## src/rtl/missle_pkg.sv

```systemverilog
// Shared constants for the missile pool: coordinate width, slot index width
// and the default timing/geometry values used by the pool controller.
package missle_pkg;
   localparam int XY_W         = 11;
   localparam int SLOT_IDX_W   = 3;
   localparam int N_SLOTS_DEF  = 4;
   localparam int STEP_DIV_DEF = 90000;
   localparam int COOLDOWN_DEF = 2000000;
   localparam int Y_START_DEF  = 704;
   localparam int Y_MIN_DEF    = 80;
endpackage

```

## src/rtl/missle_pool_ctl_if.sv

```systemverilog
// Bus between ship/input logic, collision logic and the missile draw stage.
interface missle_pool_ctl_if
   import missle_pkg::*;
#(
   parameter int N_SLOTS = N_SLOTS_DEF
);
   logic [XY_W-1:0]         xpos_in;
   logic                    missle_button;
   logic                    ship_dead;
   logic [N_SLOTS-1:0]      hit_in;
   logic [XY_W*N_SLOTS-1:0] xpos_out;
   logic [XY_W*N_SLOTS-1:0] ypos_out;
   logic [N_SLOTS-1:0]      on_out;
   logic                    launch_out;
   logic [SLOT_IDX_W-1:0]   launch_slot_out;

   modport master (
      output xpos_in, missle_button, ship_dead, hit_in,
      input  xpos_out, ypos_out, on_out, launch_out, launch_slot_out
   );

   modport slave (
      input  xpos_in, missle_button, ship_dead, hit_in,
      output xpos_out, ypos_out, on_out, launch_out, launch_slot_out
   );
endinterface

```

## src/rtl/missle_slot.sv

```systemverilog
// One missile slot: position and active flag with clear, hit, load and step
// controls applied in that priority order.
module missle_slot
   import missle_pkg::*;
#(
   parameter int Y_START = Y_START_DEF,
   parameter int Y_MIN   = Y_MIN_DEF
) (
   input  logic            pclk,
   input  logic            rst,
   input  logic            clear,
   input  logic            hit,
   input  logic            load,
   input  logic            tick,
   input  logic [XY_W-1:0] x_load,
   output logic [XY_W-1:0] xpos,
   output logic [XY_W-1:0] ypos,
   output logic            on
);
   localparam logic [XY_W-1:0] Y_START_C = XY_W'(Y_START);
   localparam logic [XY_W-1:0] Y_MIN_C   = XY_W'(Y_MIN);

   // x is held on clear/hit/retire so the draw stage keeps a stable column
   always_ff @(posedge pclk) begin
      if (rst) begin
         on   <= 1'b0;
         xpos <= '0;
         ypos <= Y_START_C;
      end else if (clear || (hit && on)) begin
         on   <= 1'b0;
         ypos <= Y_START_C;
      end else if (load) begin
         on   <= 1'b1;
         xpos <= x_load;
         ypos <= Y_START_C;
      end else if (tick && on) begin
         if (ypos <= Y_MIN_C) begin
            on   <= 1'b0;
            ypos <= Y_START_C;
         end else begin
            ypos <= ypos - 1'b1;
         end
      end
   end
endmodule

```

## src/rtl/missle_pool_ctl.sv

```systemverilog
// Missile pool controller: fire edge detect, cooldown, step divider and
// round-robin slot allocation over N_SLOTS missile slots.
module missle_pool_ctl
   import missle_pkg::*;
#(
   parameter int N_SLOTS  = N_SLOTS_DEF,
   parameter int STEP_DIV = STEP_DIV_DEF,
   parameter int COOLDOWN = COOLDOWN_DEF,
   parameter int Y_START  = Y_START_DEF,
   parameter int Y_MIN    = Y_MIN_DEF
) (
   input logic              pclk,
   input logic              rst,
   missle_pool_ctl_if.slave bus
);
   localparam int CD_W  = (COOLDOWN > 0) ? $clog2(COOLDOWN + 1) : 1;
   localparam int DIV_W = (STEP_DIV > 0) ? $clog2(STEP_DIV + 1) : 1;
   localparam logic [SLOT_IDX_W-1:0] LAST_SLOT = SLOT_IDX_W'(N_SLOTS - 1);

   logic                  btn_prev;
   logic                  fire_req;
   logic                  tick;
   logic                  accept;
   logic                  free_found;
   logic [CD_W-1:0]       cd_cnt;
   logic [DIV_W-1:0]      div_cnt;
   logic [SLOT_IDX_W-1:0] rr_ptr;
   logic [SLOT_IDX_W-1:0] chosen;
   logic [N_SLOTS-1:0]    on_vec;
   logic                  on_arr [N_SLOTS];
   logic [XY_W-1:0]       x_arr  [N_SLOTS];
   logic [XY_W-1:0]       y_arr  [N_SLOTS];

   assign fire_req = bus.missle_button & ~btn_prev;
   assign tick     = (div_cnt == DIV_W'(STEP_DIV));
   assign accept   = fire_req & ~bus.ship_dead & (cd_cnt == '0) & free_found;

   // Lowest free slot at or above rr_ptr wins; otherwise lowest free below it
   always_comb begin
      free_found = 1'b0;
      chosen     = '0;
      for (int i = N_SLOTS - 1; i >= 0; i--) begin
         if (!on_vec[i] && (SLOT_IDX_W'(i) < rr_ptr)) begin
            free_found = 1'b1;
            chosen     = SLOT_IDX_W'(i);
         end
      end
      for (int i = N_SLOTS - 1; i >= 0; i--) begin
         if (!on_vec[i] && (SLOT_IDX_W'(i) >= rr_ptr)) begin
            free_found = 1'b1;
            chosen     = SLOT_IDX_W'(i);
         end
      end
   end

   always_ff @(posedge pclk) begin
      if (rst) begin
         btn_prev            <= 1'b0;
         cd_cnt              <= '0;
         div_cnt             <= '0;
         rr_ptr              <= '0;
         bus.launch_out      <= 1'b0;
         bus.launch_slot_out <= '0;
      end else begin
         btn_prev       <= bus.missle_button;
         div_cnt        <= tick ? '0 : div_cnt + 1'b1;
         bus.launch_out <= accept;
         if (accept) begin
            bus.launch_slot_out <= chosen;
            rr_ptr              <= (chosen == LAST_SLOT) ? '0 : chosen + 1'b1;
         end
         if (bus.ship_dead)
            cd_cnt <= '0;
         else if (accept)
            cd_cnt <= CD_W'(COOLDOWN);
         else if (cd_cnt != '0)
            cd_cnt <= cd_cnt - 1'b1;
      end
   end

   for (genvar g = 0; g < N_SLOTS; g++) begin : g_slot
      missle_slot #(
         .Y_START (Y_START),
         .Y_MIN   (Y_MIN)
      ) u_slot (
         .pclk   (pclk),
         .rst    (rst),
         .clear  (bus.ship_dead),
         .hit    (bus.hit_in[g]),
         .load   (accept && (chosen == SLOT_IDX_W'(g))),
         .tick   (tick),
         .x_load (bus.xpos_in),
         .xpos   (x_arr[g]),
         .ypos   (y_arr[g]),
         .on     (on_arr[g])
      );
   end

   always_comb begin
      on_vec       = '0;
      bus.xpos_out = '0;
      bus.ypos_out = '0;
      for (int i = 0; i < N_SLOTS; i++) begin
         on_vec[i]                        = on_arr[i];
         bus.xpos_out[XY_W*i +: XY_W]     = x_arr[i];
         bus.ypos_out[XY_W*i +: XY_W]     = y_arr[i];
      end
   end

   assign bus.on_out = on_vec;
endmodule

```

## src/flat_wrapper.sv

```systemverilog
// flat-port wrapper written by rule: the top's interface ports become plain ports
module missle_pool_ctl_flat import missle_pkg::*;
#(
   parameter int N_SLOTS  = N_SLOTS_DEF,
   parameter int STEP_DIV = STEP_DIV_DEF,
   parameter int COOLDOWN = COOLDOWN_DEF,
   parameter int Y_START  = Y_START_DEF,
   parameter int Y_MIN    = Y_MIN_DEF
)
  (pclk, rst, bus_xpos_in, bus_missle_button, bus_ship_dead, bus_hit_in, bus_xpos_out, bus_ypos_out, bus_on_out, bus_launch_out, bus_launch_slot_out);
  missle_pool_ctl_if #(.N_SLOTS(N_SLOTS)) bus_i ();
  input logic pclk;
  input logic rst;
  input wire logic [$bits(bus_i.xpos_in)-1:0] bus_xpos_in;
  input wire logic [$bits(bus_i.missle_button)-1:0] bus_missle_button;
  input wire logic [$bits(bus_i.ship_dead)-1:0] bus_ship_dead;
  input wire logic [$bits(bus_i.hit_in)-1:0] bus_hit_in;
  output wire logic [$bits(bus_i.xpos_out)-1:0] bus_xpos_out;
  output wire logic [$bits(bus_i.ypos_out)-1:0] bus_ypos_out;
  output wire logic [$bits(bus_i.on_out)-1:0] bus_on_out;
  output wire logic [$bits(bus_i.launch_out)-1:0] bus_launch_out;
  output wire logic [$bits(bus_i.launch_slot_out)-1:0] bus_launch_slot_out;
  assign bus_i.xpos_in = bus_xpos_in;
  assign bus_i.missle_button = bus_missle_button;
  assign bus_i.ship_dead = bus_ship_dead;
  assign bus_i.hit_in = bus_hit_in;
  assign bus_xpos_out = bus_i.xpos_out;
  assign bus_ypos_out = bus_i.ypos_out;
  assign bus_on_out = bus_i.on_out;
  assign bus_launch_out = bus_i.launch_out;
  assign bus_launch_slot_out = bus_i.launch_slot_out;
  missle_pool_ctl #(.N_SLOTS(N_SLOTS), .STEP_DIV(STEP_DIV), .COOLDOWN(COOLDOWN), .Y_START(Y_START), .Y_MIN(Y_MIN)) u_core (.pclk(pclk), .rst(rst), .bus(bus_i));
endmodule
```

## config.mk

```make
export PLATFORM = sky130hd
export DESIGN_NAME = missle_pool_ctl_flat
export DESIGN_NICKNAME = d
export VERILOG_FILES = /design/src/rtl/missle_pkg.sv /design/src/rtl/missle_pool_ctl_if.sv /design/src/rtl/missle_slot.sv /design/src/rtl/missle_pool_ctl.sv /design/src/flat_wrapper.sv
export SDC_FILE = /design/constraint.sdc
export NUM_CORES = 1
export LEC_CHECK = 0
export CAP_MARGIN = 20
export CORE_MARGIN = 4
export CORE_UTILIZATION = 35
export CTS_CLUSTER_DIAMETER = 30
export CTS_CLUSTER_SIZE = 12
export DETAILED_ROUTE_END_ITERATION = 7
export DONT_BUFFER_PORTS = 1
export GPL_TIMING_DRIVEN = 1
export SLEW_MARGIN = 20
export SYNTH_ARGS = -nofsm -noshare
export SYNTH_HDL_FRONTEND = slang
export SYNTH_SLANG_ARGS = --single-unit
```

## constraint.sdc

```tcl
create_clock -name pclk -period 7.7 [get_ports pclk]
set_input_delay 1.54 -clock pclk [delete_from_list [all_inputs] [get_ports pclk]]
set_output_delay 1.54 -clock pclk [all_outputs]
set_load 0.01 [all_outputs]
```

Yosys cells after proc, flatten, opt, wreduce, memory -nomap -nowiden
Index checks and enable logic that the tools add are counted.
{"block": "totals", "inputBits": 19, "elab_cells": 146, "ff_bits": 138}
{"block": "classes", "n_reduce_logical": 59, "bitwise_logic": 10, "n_eq_ne": 4, "mux": 35, "addsub": 7, "order_cmp": 12}
{"op": "11-bit by 7-bit <= comparator with 1-bit output, second input constant", "n": 4}
{"op": "11-bit two-way mux", "n": 4}
{"op": "11-bit by 1-bit subtractor with 11-bit output, second input constant", "n": 4}
{"op": "21-bit two-way mux", "n": 2}
{"op": "21-bit logical NOT", "n": 1}
{"op": "21-bit nonzero test", "n": 1}
{"op": "21-bit by 1-bit subtractor with 21-bit output, second input constant", "n": 1}
{"op": "1-bit logical AND", "n": 20}
{"op": "1-bit two-way mux", "n": 20}
{"op": "2-bit nonzero test", "n": 9}
{"op": "17-bit by 1-bit adder with 17-bit output, second input constant", "n": 1}
{"op": "17-bit equality test, second input constant", "n": 1}
{"op": "2-bit two-way mux", "n": 8}
{"op": "2-bit AND reduction", "n": 8}
{"op": "3-bit OR reduction", "n": 5}
{"op": "2-bit OR reduction", "n": 6}
{"op": "1-bit by 3-bit greater-or-equal comparator with 1-bit output, first input constant", "n": 2}
{"op": "2-bit by 3-bit greater-or-equal comparator with 1-bit output, first input constant", "n": 2}
{"op": "1-bit by 3-bit < comparator with 1-bit output, first input constant", "n": 2}
{"op": "2-bit by 3-bit < comparator with 1-bit output, first input constant", "n": 2}
{"op": "1-bit NOT", "n": 6}
{"op": "1-bit bitwise AND", "n": 4}
{"op": "2-bit equality test, second input constant", "n": 2}
{"op": "1-bit logical NOT", "n": 4}
{"op": "5 further kinds", "n": 8}

Logic depth before layout (Yosys ltp)
{"block": "depth", "word_depth": 14, "mapped_depth": 12}

Cells and area by module
From an unflattened synthesis, not the netlist that was laid out.
{"block": "hier_totals", "hier_cells": 735, "hier_area_um2": 6308.6}
{"mod": "missle_slot", "n_inst": 4, "area_per_inst_um2": 1001.0, "cells_per_inst": 116}
{"mod": "missle_pool_ctl", "n_inst": 1, "area_per_inst_um2": 2304.7, "cells_per_inst": 271}

Least setup slack after synthesis
No wires, ideal clock.
{"block": "synth_path", "path_type": "input port to flip-flop", "startpoint": "input bus_ship_dead", "endpoint": "register u_core.g_slot[3].u_slot.xpos[10]", "arrival_time_ns": 3.043, "setup_time_ns": 0.072, "slack_ns": 4.586, "path_buffers": 2, "path_stages": 6, "t_required_ns": 7.628, "path_cell_list": "nor4bb_1 > nand3_1 > nor3_1 > buf_2 > buf_4 > mux2i_1"}
{"block": "synth_between", "elab_chain_len": 6, "elab_cells_between_ends": 8, "cone_classes": "bitwise: 5; reduce/logical: 3"}
{"element": "start, declared", "line": "flat_wrapper.sv:16", "text": "input wire logic [$bits(bus_i.ship_dead)-1:0] bus_ship_dead;"}
{"element": "1-bit NOT", "line": "missle_pool_ctl.sv:36", "text": "assign accept = fire_req & ~bus.ship_dead & (cd_cnt == '0) & free_found;"}
{"element": "1-bit bitwise AND (3 in series)", "line": "missle_pool_ctl.sv:36"}
{"element": "1-bit logical AND", "line": "missle_pool_ctl.sv:90", "text": ".load (accept && (chosen == SLOT_IDX_W'(g))),"}
{"element": "2-bit AND reduction (no line) *"}
{"element": "end signal, assigned", "line": "missle_slot.sv:34", "text": "xpos <= x_load;"}
{"element": "end, declared", "line": "missle_slot.sv:16", "text": "output logic [XY_W-1:0] xpos,"}
Mark *: on every way between the ends. The rest lies on a longest branch, timed or not.
A chain may end at the register's enable or synchronous reset.

Final worst setup path
{"block": "layout_path", "startpoint": "input bus_ship_dead", "endpoint": "register u_core.g_slot[2].u_slot.xpos[8]"}
{"block": "layout_between", "elab_chain_len": 6, "elab_cells_between_ends": 8, "cone_classes": "bitwise: 5; reduce/logical: 3"}
{"element": "1-bit NOT", "line": "missle_pool_ctl.sv:36"}
{"element": "1-bit bitwise AND (3 in series)", "line": "missle_pool_ctl.sv:36"}
{"element": "1-bit logical AND", "line": "missle_pool_ctl.sv:90"}
{"element": "2-bit AND reduction (no line) *"}
{"element": "end signal, assigned", "line": "missle_slot.sv:34"}
{"element": "end, declared", "line": "missle_slot.sv:16"}
Marked as above.

==> results.json <==
{
  "tritoncts": "built",
  "core_um2": 17500,
  "via_per_inst": 5.19,
  "rrSetupSlack_ns": 4.38,
  "cp_max_fo": 14,
  "clk_latency_ns": 0.42,
  "worstPathRequired_ns": 8.05,
  "place.port_buffers": 0,
  "avgSynthCellArea_um2": 9.06,
  "r2r_end": "u_core.g_slot[0].u_slot.xpos[1]$_SDFFE_PP0P_",
  "critPathMaxStageDelay_ns": 0.78,
  "post-synth-top-area-cell": "dfxtp_1",
  "synth_top_family_by_area": "simple AND/OR/NAND/NOR gates",
  "hold_class": "reg2reg",
  "critPathArrivalTime_ns": 3.74,
  "rows": 48,
  "cts_buffer_depth": 2,
  "dp_hpwl_um": 10400,
  "yosysWarnings": 0,
  "skew_ns": 0.0103,
  "critPathSlowestCell": "nor3_2",
  "crit_chain": "nor4bb_1 -> nand3_1 -> nor3_2 -> mux2i_1",
  "remaining_drc_errors": 0,
  "globalplace.congestion": 0.781,
  "die_area_um2": 20200,
  "relSlewSlack_pct": 34.9,
  "netlist_area_um2": 6290,
  "worst_pin_slew_ns": 0.974,
  "timing.rr.start": "u_core.g_slot[3].u_slot.on$_SDFFE_PP0P_",
  "clk_pin_slew_ns": 0.06,
  "critPathLaunchType": "primary input",
  "finalSetupViolations": 0,
  "grt_overflow": 0,
  "die_w_um": 142,
  "hp-start": "u_core.div_cnt[0]$_SDFF_PP0_",
  "synth_ff_type": "dfxtp_1",
  "firstDrtPassIters": 5,
  "hold_viol_final": 0,
  "status": "completed",
  "peakVddDrop_v": 0.000180,
  "grt_pass1_vias": 4553,
  "fin_crit_ns": 3.39,
  "routed_wl_um": 14900,
  "synth-adder-area-share_pct": 1.59,
  "syn_nets": 721,
  "die_h_um": 142,
  "cts_sinks": 136,
  "grt_pass1_wl_um": 24300,
  "drv_slew": 0,
  "yosys-top-cells-area": "dfxtp_1 43%, mux2i_1 7.2%, xor2_1 5.3%",
  "finalNetCount": 703,
  "grt_setup_unrepaired": "no",
  "wl_per_cell_um": 16.3,
  "max_freq_mhz": 295,
  "cts_resized": 0,
  "dpl.cell_count": 882,
  "synth_compound_area_share_pct": 6.89,
  "layout.cells.non_filler": 914,
  "synthCells": 694,
  "crit_type": "in2reg",
  "synth_cell_types": 55,
  "track_usage_pct": 15.2,
  "final_common_cell": "dfxtp_1",
  "vias": 4746,
  "ant_nets": 0,
  "yosys.area_share.xor_xnor_pct": 8.78,
  "post-cts-setup-buffers": 0,
  "drtIter0Drc": 254,
  "rr_worst_depth": 10,
  "hold_path_depth": 1,
  "finalCritPeriodShare_pct": 44.1,
  "ys_seq_elements": 136,
  "cts_hold_buf": 0,
  "antenna_found_initial": 0,
  "synth-async-reset-ratio_pct": 0,
  "maxCapViolCount": 0,
  "syn_to_final_growth_pct": 12.1,
  "ios": 115,
  "htreeDepth": 4,
  "most-common-layout-cells": "136 x dfxtp_1, 64 x nor2_1, 49 x nand2b_1, 45 x mux2i_1, 38 x xor2_1",
  "ys_seq_area_share_pct": 43.3,
  "cts_buffers": 17,
  "cts_root_buffer": "clkbuf_16",
  "grt_max_degree": 64,
  "p_leak_nw": 2.56,
  "initial_core_util_pct": 36.0,
  "drive_gt1_share_pct": 7.55,
  "p_per_area_nw_per_um2": 326,
  "synth_top_area_share_pct": 43.3,
  "diodes": 0,
  "synth-simple-area-share_pct": 27.9,
  "end_kind": "register",
  "synth_enable_flop_cells": 0,
  "setup_tns_ns": 0,
  "holdPathEnd": "u_core.div_cnt[0]$_SDFF_PP0_",
  "synthMuxAreaShare_pct": 7.34
}
## layer usage
layer | track usage (%) | routed length, um
met1 | 19.7 | 7000
met2 | 22.4 | 6470
met3 | 6.12 | 1100
met4 | 6.21 | 348
met5 | 0 | 0
## synthesized netlist by cell type (all sizes together) (8+ instances only)
library cell and instances:
dfxtp 136, nor2 64, nand2b 49, mux2i 45, xor2 38, nor3 32, nand3 29, a21oi 28
nand2 28, xnor2 25, clkbuf 23, nor4 21, inv 19, buf 18, nand4 18, o21ai 18
or3 14, ha 8
## through the flow
stage          util [%]  power [mW]  hold WS [ns]  instance area, um^2  worst slack, ns
3_5_place_dp       36.7        1.44         0.448                 6410             3.91
3_3_place_gp       36.7        1.44         0.441                 6410             3.96
2_1_floorplan         -        1.35         0.425                 6290             4.59
5_1_grt            40.3        2.45         0.496                 7050             3.96
6_report           40.3        2.29         0.455                 7050             4.31
4_1_cts            40.3        2.32         0.462                 7050             4.34
## worst max path at each step
stage / start / end / cells past startpoint
after floorplan: bus_ship_dead / u_core.g_slot[3].u_slot.xpos[10]$_SDFFE_PP0P_ / 6
after global placement: bus_ship_dead / u_core.g_slot[2].u_slot.xpos[7]$_SDFFE_PP0P_ / 4
after detailed placement: bus_ship_dead / u_core.g_slot[2].u_slot.xpos[8]$_SDFFE_PP0P_ / 4
after CTS: bus_ship_dead / u_core.g_slot[2].u_slot.xpos[7]$_SDFFE_PP0P_ / 4
after global routing: u_core.g_slot[3].u_slot.on$_SDFFE_PP0P_ / u_core.g_slot[0].u_slot.xpos[8]$_SDFFE_PP0P_ / 10
final: bus_ship_dead / u_core.g_slot[2].u_slot.xpos[8]$_SDFFE_PP0P_ / 4
## worst max-delay path: cells and delay by family
| family | cells | cell delay [ns] |
|---|---|---|
| simple gates | 3 | 1.95 |
| mux | 1 | 0.24 |
## sequential cells by signal (all words and copies together) (netlist names)
register and count:
u_core.div_cnt 17, u_core.g_slot.u_slot.on 4, u_core.g_slot.u_slot.xpos 44, u_core.rr_ptr 2
u_core.bus.launch_out 1, u_core.g_slot.u_slot.ypos 44, u_core.bus.launch_slot_out 2, u_core.btn_prev 1
u_core.cd_cnt 21
## cell families after synthesis
| logic type | Yosys count |
|---|---|
| other | 1 |
| muxes | 46 |
| xor gates and xnor gates | 63 |
| DFF | 136 |
| buffers and inverters | 60 |
| AOI/OAI and AO/OA | 72 |
| and+or+nand+nor | 308 |
| adders and majority gates | 8 |
## where the power goes
group	total (mW)	internal, mW	switching [mW]	leakage [nW]
sequential	0.807	0.756	0.0509	1.10
combinational	0.620	0.242	0.377	1.16
clock	0.868	0.559	0.309	0.303
## final cells by class
type                    instances  area, um^2
well taps                     225         282
fillers                      1724       10400
flip-flops and latches        136        2720
multi-input cells             498        3310
clock buffers                  21         460
clock inverters                11         171
repair buffers                  4        30.0
inverters                      19        71.3
Power figures use the tool's default switching activity.
